<file path="src/rtl/uart_rx_frame_ctrl.sv">
// Oversampled UART receive sequencer: start qualification, data sampling, stop check, one-entry holding register.
// Optional parity stage and parity_err output are built when UART_RX_PARITY_EN is defined.
module uart_rx_frame_ctrl #(
    parameter int SAMPLE_RATE = 16,
    parameter int DATA_BITS   = 8,
    parameter int SYNC_STAGES = 2
`ifdef UART_RX_PARITY_EN
    ,parameter int PARITY_ODD = 0
`endif
) (
    input  logic                 clk,
    input  logic                 rst_n,
    input  logic                 baud_rate_clk,
    input  logic                 rx,
    output logic [DATA_BITS-1:0] rx_data,
    output logic                 rx_valid,
    input  logic                 rx_ready,
    output logic                 frame_err,
    output logic                 overrun,
`ifdef UART_RX_PARITY_EN
    output logic                 parity_err,
`endif
    output logic                 busy
);

    localparam int TW = $clog2(SAMPLE_RATE);
    localparam int BW = $clog2(DATA_BITS + 1);
    localparam logic [TW-1:0] TICK_LAST = TW'(SAMPLE_RATE - 1);
    localparam logic [TW-1:0] HALF_LAST = TW'(SAMPLE_RATE / 2 - 1);
    localparam logic [BW-1:0] BIT_LAST  = BW'(DATA_BITS - 1);

    typedef enum logic [2:0] {
        S_IDLE,
        S_START,
        S_DATA,
`ifdef UART_RX_PARITY_EN
        S_PARITY,
`endif
        S_STOP,
        S_BREAK
    } state_t;

    state_t                 r_state;
    logic [SYNC_STAGES-1:0] r_sync;
    logic [TW-1:0]          r_tick;
    logic [BW-1:0]          r_bit;
    logic [DATA_BITS-1:0]   r_shift;
    logic                   r_load;
    logic                   r_frame_err;
    logic                   r_overrun;
    logic [DATA_BITS-1:0]   r_data;
    logic                   r_valid;
    logic                   w_rx_s;
    logic                   w_last_tick;
`ifdef UART_RX_PARITY_EN
    logic                   r_par_bit;
    logic                   r_parity_err;
    logic                   w_par_bad;

    assign w_par_bad  = ((^r_shift) ^ r_par_bit) != 1'(PARITY_ODD);
    assign parity_err = r_parity_err;
`endif

    assign w_rx_s      = r_sync[SYNC_STAGES-1];
    assign w_last_tick = (r_tick == TICK_LAST);

    // Idle-high reset value keeps a fresh reset from looking like a start bit.
    always_ff @(posedge clk or negedge rst_n) begin
        if (!rst_n) begin
            r_sync <= '1;
        end else begin
            r_sync <= {r_sync[SYNC_STAGES-2:0], rx};
        end
    end

    always_ff @(posedge clk or negedge rst_n) begin
        if (!rst_n) begin
            r_state     <= S_IDLE;
            r_tick      <= '0;
            r_bit       <= '0;
            r_shift     <= '0;
            r_load      <= 1'b0;
            r_frame_err <= 1'b0;
`ifdef UART_RX_PARITY_EN
            r_par_bit    <= 1'b0;
            r_parity_err <= 1'b0;
`endif
        end else begin
            r_load      <= 1'b0;
            r_frame_err <= 1'b0;
`ifdef UART_RX_PARITY_EN
            r_parity_err <= 1'b0;
`endif
            if (baud_rate_clk) begin
                case (r_state)
                    S_IDLE: begin
                        if (!w_rx_s) begin
                            r_state <= S_START;
                            r_tick  <= '0;
                        end
                    end
                    S_START: begin
                        if (r_tick == HALF_LAST) begin
                            if (!w_rx_s) begin
                                r_state <= S_DATA;
                                r_tick  <= '0;
                                r_bit   <= '0;
                            end else begin
                                r_state <= S_IDLE;
                            end
                        end else begin
                            r_tick <= r_tick + 1'b1;
                        end
                    end
                    // From here on every sample lands mid-bit, one full bit period apart.
                    S_DATA: begin
                        if (w_last_tick) begin
                            r_shift <= {w_rx_s, r_shift[DATA_BITS-1:1]};
                            r_bit   <= r_bit + 1'b1;
                            r_tick  <= '0;
                            if (r_bit == BIT_LAST) begin
`ifdef UART_RX_PARITY_EN
                                r_state <= S_PARITY;
`else
                                r_state <= S_STOP;
`endif
                            end
                        end else begin
                            r_tick <= r_tick + 1'b1;
                        end
                    end
`ifdef UART_RX_PARITY_EN
                    S_PARITY: begin
                        if (w_last_tick) begin
                            r_par_bit <= w_rx_s;
                            r_tick    <= '0;
                            r_state   <= S_STOP;
                        end else begin
                            r_tick <= r_tick + 1'b1;
                        end
                    end
`endif
                    S_STOP: begin
                        if (w_last_tick) begin
                            r_tick <= '0;
                            if (w_rx_s) begin
                                r_state <= S_IDLE;
`ifdef UART_RX_PARITY_EN
                                if (w_par_bad) begin
                                    r_parity_err <= 1'b1;
                                end else begin
                                    r_load <= 1'b1;
                                end
`else
                                r_load <= 1'b1;
`endif
                            end else begin
                                r_frame_err <= 1'b1;
`ifdef UART_RX_PARITY_EN
                                r_parity_err <= w_par_bad;
`endif
                                r_state <= S_BREAK;
                            end
                        end else begin
                            r_tick <= r_tick + 1'b1;
                        end
                    end
                    S_BREAK: begin
                        if (w_rx_s) begin
                            r_state <= S_IDLE;
                        end
                    end
                    default: r_state <= S_IDLE;
                endcase
            end
        end
    end

    // A load in the same cycle as an accept replaces the word without an overrun.
    always_ff @(posedge clk or negedge rst_n) begin
        if (!rst_n) begin
            r_data    <= '0;
            r_valid   <= 1'b0;
            r_overrun <= 1'b0;
        end else begin
            r_overrun <= 1'b0;
            if (r_load) begin
                if (!r_valid || rx_ready) begin
                    r_data  <= r_shift;
                    r_valid <= 1'b1;
                end else begin
                    r_overrun <= 1'b1;
                end
            end else if (r_valid && rx_ready) begin
                r_valid <= 1'b0;
            end
        end
    end

    assign rx_data   = r_data;
    assign rx_valid  = r_valid;
    assign frame_err = r_frame_err;
    assign overrun   = r_overrun;
    assign busy      = (r_state != S_IDLE);

endmodule
</file>
<file path="config.mk">
export PLATFORM = sky130hd
export DESIGN_NAME = uart_rx_frame_ctrl
export DESIGN_NICKNAME = d
export VERILOG_FILES = /design/src/rtl/uart_rx_frame_ctrl.sv
export SDC_FILE = /design/constraint.sdc
export NUM_CORES = 1
export LEC_CHECK = 0
export BUFFER_PORTS_ARGS = -buffer_cell sky130_fd_sc_hd__buf_4
export CELL_PAD_IN_SITES_DETAIL_PLACEMENT = 1
export CELL_PAD_IN_SITES_GLOBAL_PLACEMENT = 1
export CORE_UTILIZATION = 46
export CTS_BUF_LIST = sky130_fd_sc_hd__clkbuf_16
export CTS_CLUSTER_DIAMETER = 120
export DETAILED_ROUTE_END_ITERATION = 6
export PLACE_DENSITY_LB_ADDON = 0.25
export REMOVE_ABC_BUFFERS = 1
export SLEW_MARGIN = 20
export SYNTH_ARGS = -nofsm -noshare
export SYNTH_HDL_FRONTEND = slang
export SYNTH_SLANG_ARGS = --single-unit
export TNS_END_PERCENT = 20
</file>
<file path="constraint.sdc">
create_clock -name clk -period 2.5 [get_ports clk]
set_clock_uncertainty 0.15 [all_clocks]
set_input_delay 0.5 -clock clk [delete_from_list [all_inputs] [get_ports clk]]
set_output_delay 0.5 -clock clk [all_outputs]
set_load 0.01 [all_outputs]
</file>
# Yosys cells after proc, flatten, opt, wreduce, memory -nomap -nowiden
# Cells that the tools add are included.
dict set report totals {
  output_inout_bits 12
  word_cells 72
  reg_bits 33
  in_bits 5
}
dict set report op_classes {
  muxes 30
  n_eq_ne 15
  n_reduce_logical 15
  addsub 2
}
# operator n
set op_table {}
lappend op_table {{two-way mux 4 bit} 6}
lappend op_table {{two-way mux 3 bit} 7}
lappend op_table {{case mux 3 bit (5 select lines)} 1}
lappend op_table {{inequality test 2 bit, second input constant} 7}
lappend op_table {{two-way mux 1 bit} 13}
lappend op_table {{case mux 4 bit (3 select lines)} 1}
lappend op_table {{adder 4 x 1 -> 4 bit, second input constant} 2}
lappend op_table {{== test 4 x 3 -> 1 bit, second input constant} 2}
lappend op_table {{case mux 4 bit (2 select lines)} 1}
lappend op_table {{AND reduction 7 bit} 1}
lappend op_table {{== test 3 x 2 -> 1 bit, second input constant} 2}
lappend op_table {{AND reduction 2 bit} 3}
lappend op_table {{nonzero test 3 bit} 2}
lappend op_table {{AND reduction 5 bit} 1}
lappend op_table {{== test 4 bit, second input constant} 1}
lappend op_table {{nonzero test 2 bit} 2}
lappend op_table {{== test 3 x 1 -> 1 bit, second input constant} 1}
lappend op_table {{== test 3 bit, second input constant} 1}
lappend op_table {{zero test 3 bit} 1}
lappend op_table {{AND reduction 3 bit} 1}
lappend op_table {{two-way mux 2 bit} 1}
lappend op_table {{inequality test 2 x 1 -> 1 bit, second input constant} 1}
lappend op_table {{OR reduction 2 bit} 1}
lappend op_table {{logical AND 1 bit} 1}
lappend op_table {{other kinds (2)} 2}

# Longest topological paths before layout
# Gate-level depths: netlist of run 1.
dict set report depth {
  word_depth 4
  mapped_depth 5
  depth_no_buf 5
}

# Worst setup path after synthesis of run 1
# OpenSTA, ideal clock, no wires.
dict set report synth_path {
  kind {register to register}
  start {register r_tick[0]}
  end {register r_shift[0]}
  synth_period_minus_slack_ps 1741
  arrival_time_ps 1466
  path_stages_with_launch 6
  slack_ps 759
  setup_ps 125
  cell_sequence {dfrtp_1 ha_1 nand4_1 or3_1 buf_6 mux2_4}
}
dict set report synth_between {
  elab_chain_cells 2
}
# item line_no
set synth_lines {}
lappend synth_lines {{start: declaration} 45} ;# logic [TW-1:0] r_tick;
lappend synth_lines {{start signal: assignment} 112} ;# r_tick <= r_tick + 1'b1;
lappend synth_lines {{start signal: assignment} 129} ;# r_tick <= r_tick + 1'b1;
lappend synth_lines {{start signal: assignment} 165} ;# r_tick <= r_tick + 1'b1;
lappend synth_lines {{== test 4 bit} 65} ;# assign w_last_tick = (r_tick == TICK_LAST);
lappend synth_lines {{AND reduction 3 bit (no source line)} -}
lappend synth_lines {{end signal: assignment} 118} ;# r_shift <= {w_rx_s, r_shift[DATA_BITS-1:1]};
lappend synth_lines {{end: declaration} 47} ;# logic [DATA_BITS-1:0] r_shift;
# Every way passes these cells.
# A chain may end at the register's enable or synchronous reset.

# Worst setup path after layout of run 1
dict set report layout_path {
  start {register r_tick[0]}
  end {register r_shift[3]}
}
# The elaborated chain is that of the path after synthesis.

==> run metrics, run 1 <==
vias 1016; initial antenna violation count 0; die height 59.9 um; multi-input logic area 673 sq um; maxcap violations 0; Worst-path clk slew 0.05 ns; GPL Wtd Cong 0.778; layout cells sized above 1 35.9%; mux cell area share after synthesis 15.7%; Synth Cell Area 1540 sq um; antenna diode count 0; first-pass GRT wire length 5570 um; peak supply drop 0.573 mV; DRT iter0 DRCs 24; Filler cells 307; Seq/Total Area, Yosys 53.6%; max frequency 485 MHz; CP max-delay cell or3_1; WP data arrival 2.06 ns; cell row count 20; # nets final 148; crit-path cells ha_1, nand4_1, or3_1, mux2_4; H-tree levels 2; WL per Instance 18.0 um; Detailed Route WL 3360 um; FF+latch count, synth 33; CP Data Required Time 2.50 ns; Yosys warnings 0; Area Overhead vs Synth 20.8%; Compound-Gate Fraction of Synth Area 11.5%; Synth cell types 45; PostCTS Resize Cnt 0; IO Pins 17; Sequential Area 828 sq um; Critical Path Max Stage Delay 0.60 ns; fin. max-slew vios 0; DP Wirelength 2210 um; die area 3590 sq um; run status completed; leakage power 0.931 nW; endpoints failing hold 0; CTS buffer count 5; r2r setup slk 0.44 ns; post-route setup TNS 0 ns; cts-stage hold buffer count 0; # port buffers 16; cells after synthesis 121; DRC viols 0; Vias/cell 5.46; WHS 0.0103 ns; core area 3130 sq um; Post-Synth Simple-Gate Area 14.2%; Slew Limit Headroom 66.0%; clock sink count 33; CTS tree built; main combinational cell family by area after synthesis multiplexers; largest net degree at the start of global routing 34; Critical Path Start Type flip-flop; CP Capture Type flip-flop; final worst path period share 82.5%; postcts setup bufs 0; Power Density 1040 nW/um^2; chip width 59.9 um; Mean Syn Cell Area 12.8 sq um; worst-margin pin slew 0.510 ns; Skew-Pair Late Insertion Delay 0.27 ns; Routed Antenna Nets 0; Synth Area in Adders 1.62%; DR pass1 iterations 4; Post-Synth XOR/XNOR Area 0.567%; post-route minimum period 2.06 ns; grt total ovfl 0; Crit Path Max Fanout 10; setup violators final 0; GRT Overall Usage 22.6%; vias in the first global route 1101; Max Root-Sink Buffers 2; RSZ-0062 raised after global routing no; root buffer cell clkbuf_16; initial core utilization 49.4%; Hold Path Class input pin to asynchronous set/reset pin; crit path kind flip-flop to flip-flop
kinds of logic after synthesis:
logic type	after synthesis
compound gates	22
xor+xnor	1
fa+ha+maj	2
buf+inv	8
flops	33
mux	19
simple gates	36
flip-flops by register name (all words and copies together) (netlist names):
| name | flops |
|---|---|
| r_load | 1 |
| rx_data | 8 |
| r_bit | 4 |
| r_state | 3 |
| rx_valid | 1 |
| r_shift | 8 |
| frame_err | 1 |
| r_tick | 4 |
| overrun | 1 |
| r_sync | 2 |
cells in the mapped netlist, drive strengths merged:
library cell / count / share of area, %
dfrtp: 31 / 50
nor4b: 1 / 0.97
and3: 2 / 0.81
a21o: 3 / 1.5
o21ai: 6 / 1.9
o41ai: 2 / 1.6
and3b: 1 / 0.57
nor3: 2 / 0.65
a21oi: 2 / 0.65
nor3b: 1 / 0.49
clkbuf: 2 / 0.49
and2: 2 / 0.89
inv: 3 / 0.73
a211o: 1 / 0.57
o31ai: 1 / 0.49
buf: 3 / 1.5
mux2i: 1 / 0.65
o22ai: 1 / 0.41
or3b: 1 / 0.57
ha: 2 / 1.6
a2111oi: 1 / 1.8
and4: 1 / 0.65
nand2b: 4 / 1.8
or3: 2 / 0.81
nor2b: 2 / 0.81
dfstp: 2 / 3.4
nand2: 7 / 1.7
nand4: 1 / 0.41
nor2: 5 / 1.2
a22oi: 1 / 0.49
or4: 1 / 0.49
nand3: 2 / 0.65
mux2: 18 / 15
o2bb2ai: 1 / 0.57
a31oi: 1 / 0.41
xor2: 1 / 0.57
and4b: 1 / 0.73
a22o: 2 / 1.1
path summary, 6_finish.rpt:
kind | start | to | cells past startpoint
max | r_tick[0] | r_shift[3] | 4
min | rst_n | r_state[0] | 1
max reg2reg | r_tick[0] | r_shift[3] | 4
min reg2reg | r_sync[0] | r_sync[1] | 0
max in group asynchronous | rst_n | r_sync[1] | 1
min in group clk | rx | r_sync[0] | 1
cell type report:
class | count | area share, %
Clock buffer | 5 | 6.71
Clock inverter | 3 | 2.01
Inverter | 3 | 0.604
Multi-Input combinational cell | 80 | 36.1
Sequential cell | 33 | 44.4
Tap cell | 44 | 2.95
Timing Repair Buffer | 18 | 7.24
stage by stage:
step	area (sq um)	total power [mW]	instances	setup slack [ns]	utilization, %
detailed placement	1700	1.25	178	0.475	54.4
finish	1870	1.93	186	0.439	59.6
global placement	1700	1.21	178	0.566	54.4
CTS	1870	1.96	186	0.409	59.6
global route	1870	2.03	186	0.349	59.6
floorplan	1510	1.09	116	0.651	-
worst max-delay path, delay by kind of cell, from the launching register on:
family | cells | cell delay [ns]
adders and majority gates | 1 | 0.28
DFF | 1 | 0.38
muxes | 1 | 0.38
and+or+nand+nor | 2 | 0.74
power by group:
group	internal [mW]	switching, mW	leakage [nW]
Sequential	0.628	0.134	0.429
Combinational	0.245	0.261	0.420
Clock	0.462	0.205	0.0826
layout by cell type (no fill, tap or decap), drive strengths merged, types with 2 or more instances in the layout:
master,n
nor2b,2
or3,2
nand2,7
clkbuf,5
dfstp,2
and2,2
and3,2
buf,18
a22o,2
nand3,2
nor2,5
dfrtp,31
o21ai,6
inv,4
mux2,18
nor3,2
nand2b,4
ha,2
a21o,3
o41ai,2
a21oi,2
layer usage:
| layer | GRT usage [%] | vias up | wire (um) |
|---|---|---|---|
| li1 | - | 474 | - |
| met2 | 41.4 | 18 | 1860 |
| met4 | 8.97 | 0 | 58 |
| met1 | 24.5 | 519 | 1350 |
| met5 | 0 | - | 0 |
| met3 | 5.84 | 5 | 85 |
Note: power is estimated with default switching activity, not from simulation.
==> run 2: changes to the inputs <==
clock period = 2.15 ns   (was 2.5 ns; I/O delays follow)
==> run 2 against run 1 <==
  * Utilization shrank 0.080 points
  * Sequential cell count is the same
  * Maximum frequency grew 1.1%
  * Worst hold slack gained 0.10 ns
  * Combinational power grew 21%
  * First-iteration DRC count grew 29%
  * Sequential power grew 13%
  * Clock power grew 2%
  * Critical path depth is the same
  * Via count grew 0.39%
  * Count of clock-buffer cells in the layout is the same
  * Design area shrank 0.13%
  * Critical endpoint is now r_shift[7]
==> run metrics, run 2 (synthesized netlist as in run 1, its figures left out) <==
grt total ovfl 0 (unchanged); endpoints failing hold 0 (unchanged); multi-input logic area 673 sq um (unchanged); H-tree levels 2 (unchanged); Area Overhead vs Synth 20.7%; die area 3590 sq um (unchanged); fin. max-slew vios 0 (unchanged); CTS buffer count 5 (unchanged); post-route minimum period 2.04 ns (-0.0226 ns); vias 1020 (+0.39%); DP Wirelength 2230 um (+1.2%); worst-margin pin slew 0.541 ns (+0.0315 ns); Routed Antenna Nets 0 (unchanged); CP max-delay cell or3_1; GPL Wtd Cong 0.756 (-2.8%); WHS 0.110 ns (+0.0996 ns); run status completed; largest net degree at the start of global routing 34 (unchanged); initial core utilization 49.4% (unchanged); die height 59.9 um (unchanged); Critical Path Start Type flip-flop; WL per Instance 17.5 um (-3.0%); chip width 59.9 um (unchanged); Critical Path Max Stage Delay 0.61 ns (about the same); DRT iter0 DRCs 31 (+29%); crit-path cells ha_1, nand4_1, or3_1, mux2_4; DR pass1 iterations 4 (unchanged); IO Pins 17 (unchanged); leakage power 0.927 nW (-0.45%); crit path kind flip-flop to flip-flop; first-pass GRT wire length 5400 um (-3.1%); root buffer cell clkbuf_16; # port buffers 16 (unchanged); post-route setup TNS 0 ns (unchanged); final worst path period share 94.8% (+12 points); WP data arrival 2.05 ns (about the same); maxcap violations 0 (unchanged); layout cells sized above 1 37.5% (+1.6 points); Power Density 1160 nW/um^2 (+12%); Slew Limit Headroom 63.9% (-2.1 points); vias in the first global route 1078 (-2.1%); Crit Path Max Fanout 10 (unchanged); antenna diode count 0 (unchanged); Sequential Area 828 sq um (unchanged); RSZ-0062 raised after global routing no; Detailed Route WL 3290 um (-2.0%); cell row count 20 (unchanged); clock sink count 33 (unchanged); CP Data Required Time 2.16 ns (-0.34 ns); CTS tree built; initial antenna violation count 0 (unchanged); Max Root-Sink Buffers 2 (unchanged); CP Capture Type flip-flop; Worst-path clk slew 0.05 ns (about the same); PostCTS Resize Cnt 0 (unchanged); postcts setup bufs 0 (unchanged); max frequency 491 MHz (+1.1%); core area 3130 sq um (unchanged); DRC viols 0 (unchanged); setup violators final 0 (unchanged); GRT Overall Usage 21.4% (-1.2 points); Vias/cell 5.43 (-0.67%); Hold Path Class input pin to flip-flop; Filler cells 325 (+5.9%); commonest cells after routing, fill and taps aside 31 x dfrtp_1, 19 x buf_4, 10 x mux2_2, 8 x mux2_4, 7 x nand2_1; peak supply drop 0.466 mV (-19%); most common cell after layout, fill and taps aside dfrtp_1; Skew-Pair Late Insertion Delay 0.27 ns (about the same); # nets final 150 (+1.4%)
run 2: changes by cell type in the layout (fill, tap and decap cells not counted), sizes merged:
cell         before  now
dlygate4sd3       0    1
clkinvlp          0    1
clkinv            1    2
bufinv            1    0
inv               4    3
buf              18   19
run 2: per-stage QoR:
| stage | total power [mW] | setup slack [ns] | instances | area (sq um) | utilization (%) |
|---|---|---|---|---|---|
| finish | 2.16 | 0.111 | 188 | 1860 | 59.6 |
| detailed placement | 1.47 | 0.140 | 179 | 1710 | 54.7 |
| floorplan | 1.26 | 0.301 | 116 | 1510 | - |
| CTS | 2.18 | 0.120 | 188 | 1860 | 59.6 |
| global route | 2.28 | 0.0439 | 188 | 1860 | 59.6 |
| global placement | 1.42 | 0.218 | 179 | 1710 | 54.7 |
run 2: power by group:
part / internal [mW] / switching [mW]
sequential: 0.730 / 0.131
clock: 0.424 / 0.258
combinational: 0.296 / 0.317
total: 1.45 / 0.706
run 2: path summary, 6_finish.rpt:
| check | end | slack [ns] | from | cells after the start |
|---|---|---|---|---|
| max | r_shift[7] | 0.11 | r_tick[0] | 4 |
| min | r_sync[0] | 0.11 | rx | 1 |
| max reg2reg | r_shift[7] | 0.11 | r_tick[0] | 4 |
| min reg2reg | r_sync[1] | 0.21 | r_sync[0] | 0 |
| max in group asynchronous | r_sync[0] | 1.03 | rst_n | 2 |
| min in group asynchronous | r_state[0] | 0.49 | rst_n | 2 |
run 2: final cells by class:
cell class	count	share of cell area [%]
clock buffer	5	6.72
clock inverter	3	0.940
sequential	33	44.5
multi-input combinational	80	36.1
inverter	3	0.604
tap	44	2.95
timing repair buffer	20	8.19
run 2: critical path, delay by kind of cell, from the launching register on:
kind | cells | cell delay, ns
DFF | 1 | 0.37
adders and majority gates | 1 | 0.27
muxes | 1 | 0.39
and+or+nand+nor | 2 | 0.75
run 2: layer usage:
layer / routed length [um] / track usage, % / share of wire [%] / vias up
met1: 1420 / 25.7 / 43 / 515
met2: 1750 / 37.3 / 53 / 19
met4: 21 / 6.98 / 0.64 / 0
met5: 0 / 0 / 0 / -
met3: 92 / 5.19 / 2.8 / 4
li1: - / - / - / 482
run 2: what timing repair did:
item | 4_1_cts | 5_1_grt
endpoints found under the setup margin | 0 | 0
endpoints found under the hold margin | 31 | 0
hold buffers | 1 | 0
